**src/rtl/rv_enc_pkg.sv**
```systemverilog
// Shared definitions for the RV32I instruction encoder: descriptor classes,
// base opcodes (identical to the core controller's decode table) and FSM states.
package rv_enc_pkg;

    typedef enum logic [3:0] {
        CLS_R      = 4'd0,
        CLS_LOAD   = 4'd1,
        CLS_STORE  = 4'd2,
        CLS_BRANCH = 4'd3,
        CLS_OPIMM  = 4'd4,
        CLS_JAL    = 4'd5,
        CLS_JALR   = 4'd6,
        CLS_LUI    = 4'd7,
        CLS_HALT   = 4'd8
    } enc_class_t;

    localparam logic [6:0] OP_R      = 7'b0110011;
    localparam logic [6:0] OP_LOAD   = 7'b0000011;
    localparam logic [6:0] OP_STORE  = 7'b0100011;
    localparam logic [6:0] OP_BRANCH = 7'b1100011;
    localparam logic [6:0] OP_OPIMM  = 7'b0010011;
    localparam logic [6:0] OP_JAL    = 7'b1101111;
    localparam logic [6:0] OP_JALR   = 7'b1100111;
    localparam logic [6:0] OP_LUI    = 7'b0110111;

    typedef enum logic [1:0] {
        ST_IDLE,
        ST_RUN,
        ST_DONE,
        ST_ERR
    } enc_state_t;

endpackage

```
**src/rtl/instr_pack.sv**
```systemverilog
// Combinational packer: turns one instruction descriptor into an RV32I word
// and flags descriptors whose immediate or class cannot be encoded.
module instr_pack
    import rv_enc_pkg::*;
(
    input  logic [3:0]  in_class,
    input  logic [2:0]  in_funct3,
    input  logic        in_funct7b5,
    input  logic [4:0]  in_rd,
    input  logic [4:0]  in_rs1,
    input  logic [4:0]  in_rs2,
    input  logic [31:0] in_imm,
    output logic [31:0] word,
    output logic        illegal
);

    logic signed [31:0] imm_s;
    logic               fits_i;
    logic               fits_b;
    logic               fits_j;
    enc_class_t         cls;

    assign imm_s  = in_imm;
    assign cls    = enc_class_t'(in_class);
    assign fits_i = (imm_s >= -32'sd2048) && (imm_s <= 32'sd2047);
    // B/J targets are halfword aligned, so the top of range is odd-excluded by the bit-0 test
    assign fits_b = (imm_s >= -32'sd4096) && (imm_s <= 32'sd4095) && !in_imm[0];
    assign fits_j = (imm_s >= -32'sd1048576) && (imm_s <= 32'sd1048575) && !in_imm[0];

    always_comb begin
        word    = '0;
        illegal = 1'b0;
        case (cls)
            CLS_R: begin
                word = {1'b0, in_funct7b5, 5'b00000, in_rs2, in_rs1, in_funct3, in_rd, OP_R};
            end
            CLS_LOAD: begin
                word    = {in_imm[11:0], in_rs1, in_funct3, in_rd, OP_LOAD};
                illegal = !fits_i;
            end
            CLS_STORE: begin
                word    = {in_imm[11:5], in_rs2, in_rs1, in_funct3, in_imm[4:0], OP_STORE};
                illegal = !fits_i;
            end
            CLS_BRANCH: begin
                word    = {in_imm[12], in_imm[10:5], in_rs2, in_rs1, in_funct3,
                           in_imm[4:1], in_imm[11], OP_BRANCH};
                illegal = !fits_b;
            end
            CLS_OPIMM: begin
                word    = {in_imm[11:0], in_rs1, in_funct3, in_rd, OP_OPIMM};
                illegal = !fits_i;
            end
            CLS_JAL: begin
                word    = {in_imm[20], in_imm[10:1], in_imm[11], in_imm[19:12], in_rd, OP_JAL};
                illegal = !fits_j;
            end
            CLS_JALR: begin
                word    = {in_imm[11:0], in_rs1, 3'b000, in_rd, OP_JALR};
                illegal = !fits_i;
            end
            CLS_LUI: begin
                word    = {in_imm[31:12], in_rd, OP_LUI};
                illegal = (in_imm[11:0] != 12'd0);
            end
            CLS_HALT: begin
                word = '0;
            end
            default: begin
                illegal = 1'b1;
            end
        endcase
    end

endmodule

```
**src/rtl/instr_encoder.sv**
```systemverilog
// Program loader: accepts descriptors while running, writes packed words to
// consecutive instruction-memory addresses one cycle after acceptance.
module instr_encoder
    import rv_enc_pkg::*;
#(
    parameter int IMEM_ADDR_W = 9,
    parameter int BASE_ADDR   = 0
) (
    input  logic                   clk,
    input  logic                   reset,
    input  logic                   start,
    input  logic                   in_valid,
    output logic                   in_ready,
    input  logic [3:0]             in_class,
    input  logic [2:0]             in_funct3,
    input  logic                   in_funct7b5,
    input  logic [4:0]             in_rd,
    input  logic [4:0]             in_rs1,
    input  logic [4:0]             in_rs2,
    input  logic [31:0]            in_imm,
    output logic                   wr_en,
    output logic [IMEM_ADDR_W-1:0] wr_addr,
    output logic [31:0]            wr_data,
    output logic                   busy,
    output logic                   done,
    output logic                   err,
    output logic [IMEM_ADDR_W:0]   count
);

    localparam logic [IMEM_ADDR_W:0]   DEPTH     = {1'b1, {IMEM_ADDR_W{1'b0}}};
    localparam logic [IMEM_ADDR_W-1:0] BASE      = IMEM_ADDR_W'(BASE_ADDR);
    localparam logic [IMEM_ADDR_W-1:0] ADDR_ONE  = IMEM_ADDR_W'(1);
    localparam logic [IMEM_ADDR_W:0]   COUNT_ONE = (IMEM_ADDR_W+1)'(1);

    enc_state_t             state;
    logic [IMEM_ADDR_W-1:0] addr;
    logic [31:0]            word;
    logic                   illegal;

    instr_pack u_pack (
        .in_class    (in_class),
        .in_funct3   (in_funct3),
        .in_funct7b5 (in_funct7b5),
        .in_rd       (in_rd),
        .in_rs1      (in_rs1),
        .in_rs2      (in_rs2),
        .in_imm      (in_imm),
        .word        (word),
        .illegal     (illegal)
    );

    always_ff @(posedge clk) begin
        if (reset) begin
            state    <= ST_IDLE;
            in_ready <= 1'b0;
            busy     <= 1'b0;
            done     <= 1'b0;
            err      <= 1'b0;
            wr_en    <= 1'b0;
            wr_addr  <= '0;
            wr_data  <= '0;
            addr     <= BASE;
            count    <= '0;
        end else begin
            wr_en <= 1'b0;
            case (state)
                ST_IDLE, ST_DONE, ST_ERR: begin
                    if (start) begin
                        state    <= ST_RUN;
                        in_ready <= 1'b1;
                        busy     <= 1'b1;
                        done     <= 1'b0;
                        err      <= 1'b0;
                        addr     <= BASE;
                        count    <= '0;
                    end
                end
                ST_RUN: begin
                    if (in_valid) begin
                        // A full memory is checked before legality so nothing lands past the end
                        if (illegal || count == DEPTH) begin
                            state    <= ST_ERR;
                            in_ready <= 1'b0;
                            busy     <= 1'b0;
                            err      <= 1'b1;
                        end else begin
                            wr_en   <= 1'b1;
                            wr_addr <= addr;
                            wr_data <= word;
                            addr    <= addr + ADDR_ONE;
                            count   <= count + COUNT_ONE;
                            if (in_class == CLS_HALT) begin
                                state    <= ST_DONE;
                                in_ready <= 1'b0;
                                busy     <= 1'b0;
                                done     <= 1'b1;
                            end
                        end
                    end
                end
                default: begin
                    state    <= ST_IDLE;
                    in_ready <= 1'b0;
                    busy     <= 1'b0;
                end
            endcase
        end
    end

endmodule
```
**config.mk**
```make
export PLATFORM = sky130hd
export DESIGN_NAME = instr_encoder
export DESIGN_NICKNAME = d
export VERILOG_FILES = /design/src/rtl/rv_enc_pkg.sv /design/src/rtl/instr_pack.sv /design/src/rtl/instr_encoder.sv
export SDC_FILE = /design/constraint.sdc
export NUM_CORES = 1
export LEC_CHECK = 0
export BUFFER_PORTS_ARGS = -buffer_cell sky130_fd_sc_hd__buf_2
export CAP_MARGIN = 0
export CORE_UTILIZATION = 56
export CTS_BUF_LIST = sky130_fd_sc_hd__clkbuf_4
export DETAILED_ROUTE_END_ITERATION = 16
export GPL_TIMING_DRIVEN = 0
export PLACE_DENSITY = 0.93
export SLEW_MARGIN = 40
export SYNTH_ARGS = -nofsm -noshare
export SYNTH_HDL_FRONTEND = slang
export SYNTH_SLANG_ARGS = --single-unit
```
**constraint.sdc**
```tcl
create_clock -name clk -period 2.9 [get_ports clk]
set_input_delay 0.145 -clock clk [delete_from_list [all_inputs] [get_ports clk]]
set_output_delay 0.145 -clock clk [all_outputs]
set_load 0.005 [all_outputs]
```
==> results.env <==
STATUS='finished clean'
TIMING.REG2REG.WORST_PATH_DEPTH=9
CTS_MADE_BUFFERS=9
YS_WARN_COUNT=0
MULTI_INPUT_COMB_AREA_UM2=1900
VDD_IR_DROP_MAX_uV=255
SETUP_VIOLATIONS=0
CTS_TREE='yes'
GRT_SETUP_UNREPAIRED='no'
FIN_WS_NS=0.272
ASYNC_FLOP_SHARE_PCT=0
NETLIST.TOP_CELL.BY_AREA='dfxtp_1'
WORST_SETUP_PATH_ENDPOINT='wr_data[30]'
ROUTE.VIAS.TOTAL=3972
SYNTHDISTINCTLIBCELLS=53
WORSTSETUPPATHDEPTH=10
CLK_PIN_SLEW_WORST_PATHS_NS=0.11
INITIAL_CELL_DENSITY_OF_THE_CORE_PCT=59.8
TIMING.FINAL.CRIT_PERIOD_NS=2.63
COMBINED_FLIP_FLOP_AND_LATCH_CELL_AREA_UM2=1300
INITIAL_ANTENNA_VIOLATION_COUNT=0
CAP_VIOLATIONS=0
YS_TOP_CELLS_BY_AREA='dfxtp_1 39%, a21oi_1 9.6%, nand2_1 7.1%'
ANT_NETS=0
WORSTMARGINPINSLEW_NS=0.743
GLOBALROUTE.TOTALOVERFLOW=0
LAYOUT.FILLER_CELLS=423
DRT_FIRST_ITER_VIOLATIONS=388
CLK_LATENCY_NS=0.44
FINALNETCOUNT=624
INSERTEDDIODECOUNT=0
PLACE.PORT_BUFFERS=113
HOLD_CLASS='primary input to flop'
POST_CTS.REPAIR.SETUP_BUFFERS=0
CRITICAL_PATH.SLOWEST_CELL='dlygate4sd3_1'
SETUP_SLACK_REG_TO_REG_NS=0.61
SYNTH_SEQ_AREA_SHARE_PCT=38.6
SLEW-LIMIT-HEADROOM_PCT=50.3
VIA_COUNT_OF_THE_FIRST_GLOBAL_ROUTING_PASS=3512
CTSLONGESTPATHBUFFERS=2
WORSTPATHCELLLIST='dlygate4sd3_1 -> buf_2 -> nor4_1 -> a311o_1 -> o2111a_1 -> nand3b_1 -> nor2_2 -> buf_2 -> nand4_1 -> a21oi_1'
DRT_WL_TOTAL_MM=10.5
ROWS=27
CRIT_BUF_INV=3
FLOORPLAN.DIE.WIDTH_UM=79.6
SYNTH_FP_NETS=498
SYN_TO_FINAL_GROWTH_PCT=23.1
DESIGN.PORTCOUNT=115
DRC_VIOLS=0
CTS-HOLD-FIX-BUFFERS=2
DIE_H_UM=79.6
CTS-HTREE-LEVELS=3
GROUTE.USAGE.OVERALL_PCT=33.3
LEAKAGEPOWER_nW=1.70
TIMING.CRITICAL_PATH.FROM_TYPE='primary input'
MAPPED_AVG_CELL_AREA_UM2=7.74
PATH_CLASS='primary input to flop'
YOSYS_MOST_USED_DFF='dfxtp_1'
CRITICAL_PATH_ARRIVAL_NS=2.99
POST-ROUTE-UTIL_PCT=73.6
YOSYSTOPAREACELLSHARE_PCT=38.6
REG2REG_TO='wr_data[30]'
PLACE.DETAILED.HPWL_MM=7.73
CRIT_TOP_CELL='buf_2'
FIN_CRIT_SH_PCT=90.6
ROUTE.DETAILED.WL_PER_INST_UM=16.4
POWER.TOTAL_mW=1.70
TIMING.CLOCK.SKEW_NS=0.0152
DRV_SLEW=0
CELLPOWERDENSITY_nW_PER_UM2=409
PLACER_S_FINAL_ROUTABILITY_CONGESTION_ESTIMATE=0.970
CLOCK_TREE.ROOT_CELL='clkbuf_4'
PRECTSSETUPSLACK_NS=0.546
CRITICAL-PATH-TOP-DELAY-FAMILY='simple AND/OR/NAND/NOR gates'
CRIT-REG2REG-LAUNCH='count[0]'
GRT_START_MAX_NET_PINS=12
SYNTH_ENABLE_FLOP_CELLS=0
FLOORPLAN.DIE_AREA_UM2=6340
CRITICAL_PATH.ENDPOINT_TYPE='flop'
CRITICAL_PATH.STARTPOINT='in_imm[2]'
NUMBER_OF_CELLS_PRODUCED_BY_SYNTHESIS=436
CTS.SINK_COUNT=65
HOLD_VIOLATIONS=0
CRITICAL_PATH_PEAK_FANOUT=10
SYNTH_SEQ_CELLS=65
CORE_OUTLINE_AREA_UM2=5640
SETUP_TNS_AFTER_FINAL_LAYOUT_NS=0
VIAS_PER_STD_CELL=6.22
FINAL_LAYOUT_SIZE_SUFFIX_GT1_SHARE_PCT=28.0
MAX_FREQ_MHz=380
POST_CTS_RESIZED=0
GRT_PASS1_WL_MM=16.2
NUMBER_OF_DETAILED_ROUTING_ITERATIONS_RUN_BEFORE_ANTENNA_REPAIR=6
CRIT_PATH_REQUIRED_TIME_NS=3.26
SYNTHESIS.AREA_UM2=3370
CRITICAL_PATH.MAX_STAGE_DELAY_NS=0.57
## worst min path at each step
stage / from / end / slack [ns] / depth (start not counted)
3_3_place_gp: wr_data[18] / wr_data[18] / 0.44 / 2
2_1_floorplan: in_imm[1] / wr_data[21] / 0.30 / 2
4_1_cts: start / state[1] / 0.01 / 3
5_1_grt: in_imm[4] / wr_data[24] / 0.04 / 3
6_report: start / state[1] / 0.01 / 3
3_5_place_dp: in_imm[3] / wr_data[23] / 0.44 / 3
## tightest hold or removal path, cell delays in order
cell and delay (ns):
buf_2 0.09, nand2b_1 0.11, a21oi_1 0.06
## cell usage after synthesis (all sizes together) (2+ instances only)
cell type,number
ha,3
nor2,33
o22ai,2
and3b,2
a21oi,66
o2111ai,3
a31oi,2
nand3b,2
a22o,3
or3,14
o211ai,2
mux2i,8
nand2b,10
o31ai,3
xor2,2
clkbuf,14
or2,2
nor3,6
nor4,9
inv,7
nand4,6
nor2b,3
o221ai,6
nor4b,2
o21a,2
buf,17
a311oi,4
dfxtp,65
mux2,9
o21ai,20
nand3,25
or4,4
nand2,64
and3,4
and2,3
## metrics by stage
| stage | cell area, µm² | hold WS, ns | std cells |
|---|---|---|---|
| after global routing | 4150 | 0.0367 | 639 |
| after floorplan | 3370 | 0.304 | 436 |
| final | 4150 | 0.0125 | 639 |
| after detailed placement | 4030 | 0.443 | 621 |
| after global placement | 4030 | 0.435 | 621 |
| after CTS | 4150 | 0.0128 | 639 |
## logic make-up after synthesis
| group | count (synthesis) | synth area share (%) |
|---|---|---|
| buffers and inverters | 39 | 5.19 |
| DFF | 65 | 38.6 |
| AOI/OAI and AO/OA | 119 | 21.1 |
| adders and majority gates | 3 | 1.11 |
| and+or+nand+nor | 190 | 27.9 |
| muxes | 17 | 5.38 |
| xor gates and xnor gates | 3 | 0.779 |
## where the power goes
| part | internal [mW] | switching, mW |
|---|---|---|
| Combinational | 0.106 | 0.166 |
| Clock | 0.165 | 0.349 |
| Sequential | 0.905 | 0.00778 |
## registers in the layout (all words and copies together) (netlist names)
| register | flops |
|---|---|
| addr | 9 |
| wr_data | 31 |
| err | 1 |
| busy | 1 |
| count | 10 |
| state | 2 |
| wr_addr | 9 |
| done | 1 |
| wr_en | 1 |
## cells in the final DEF (no fill, tap or decap), drive strengths merged, types with 7 or more instances in the layout
cell and count:
buf 130, a21oi 66, dfxtp 65, nand2 64, nor2 33, nand3 25, clkbuf 23, o21ai 20
or3 14, nand2b 10, nor4 9, mux2 9, mux2i 8, inv 7
## routing by layer
metal | part of all wire (%) | global-route usage [%] | vias to the layer above
li1 | - | - | 1826
met1 | 42 | 43.3 | 1845
met2 | 46 | 51.6 | 261
met3 | 9.2 | 6.51 | 40
met4 | 3.2 | 17.8 | 0
met5 | 0 | 0 | -
## cell type report
type,count,area share (%)
clock inverter,7,0.904
sequential,65,31.3
buffer,31,3.49
timing repair buffer,115,14.1
clock buffer,9,1.63
inverter,8,0.723
multi-input combinational,332,45.7
tap,72,2.17
No activity file was read; power rests on OpenSTA's default activity.
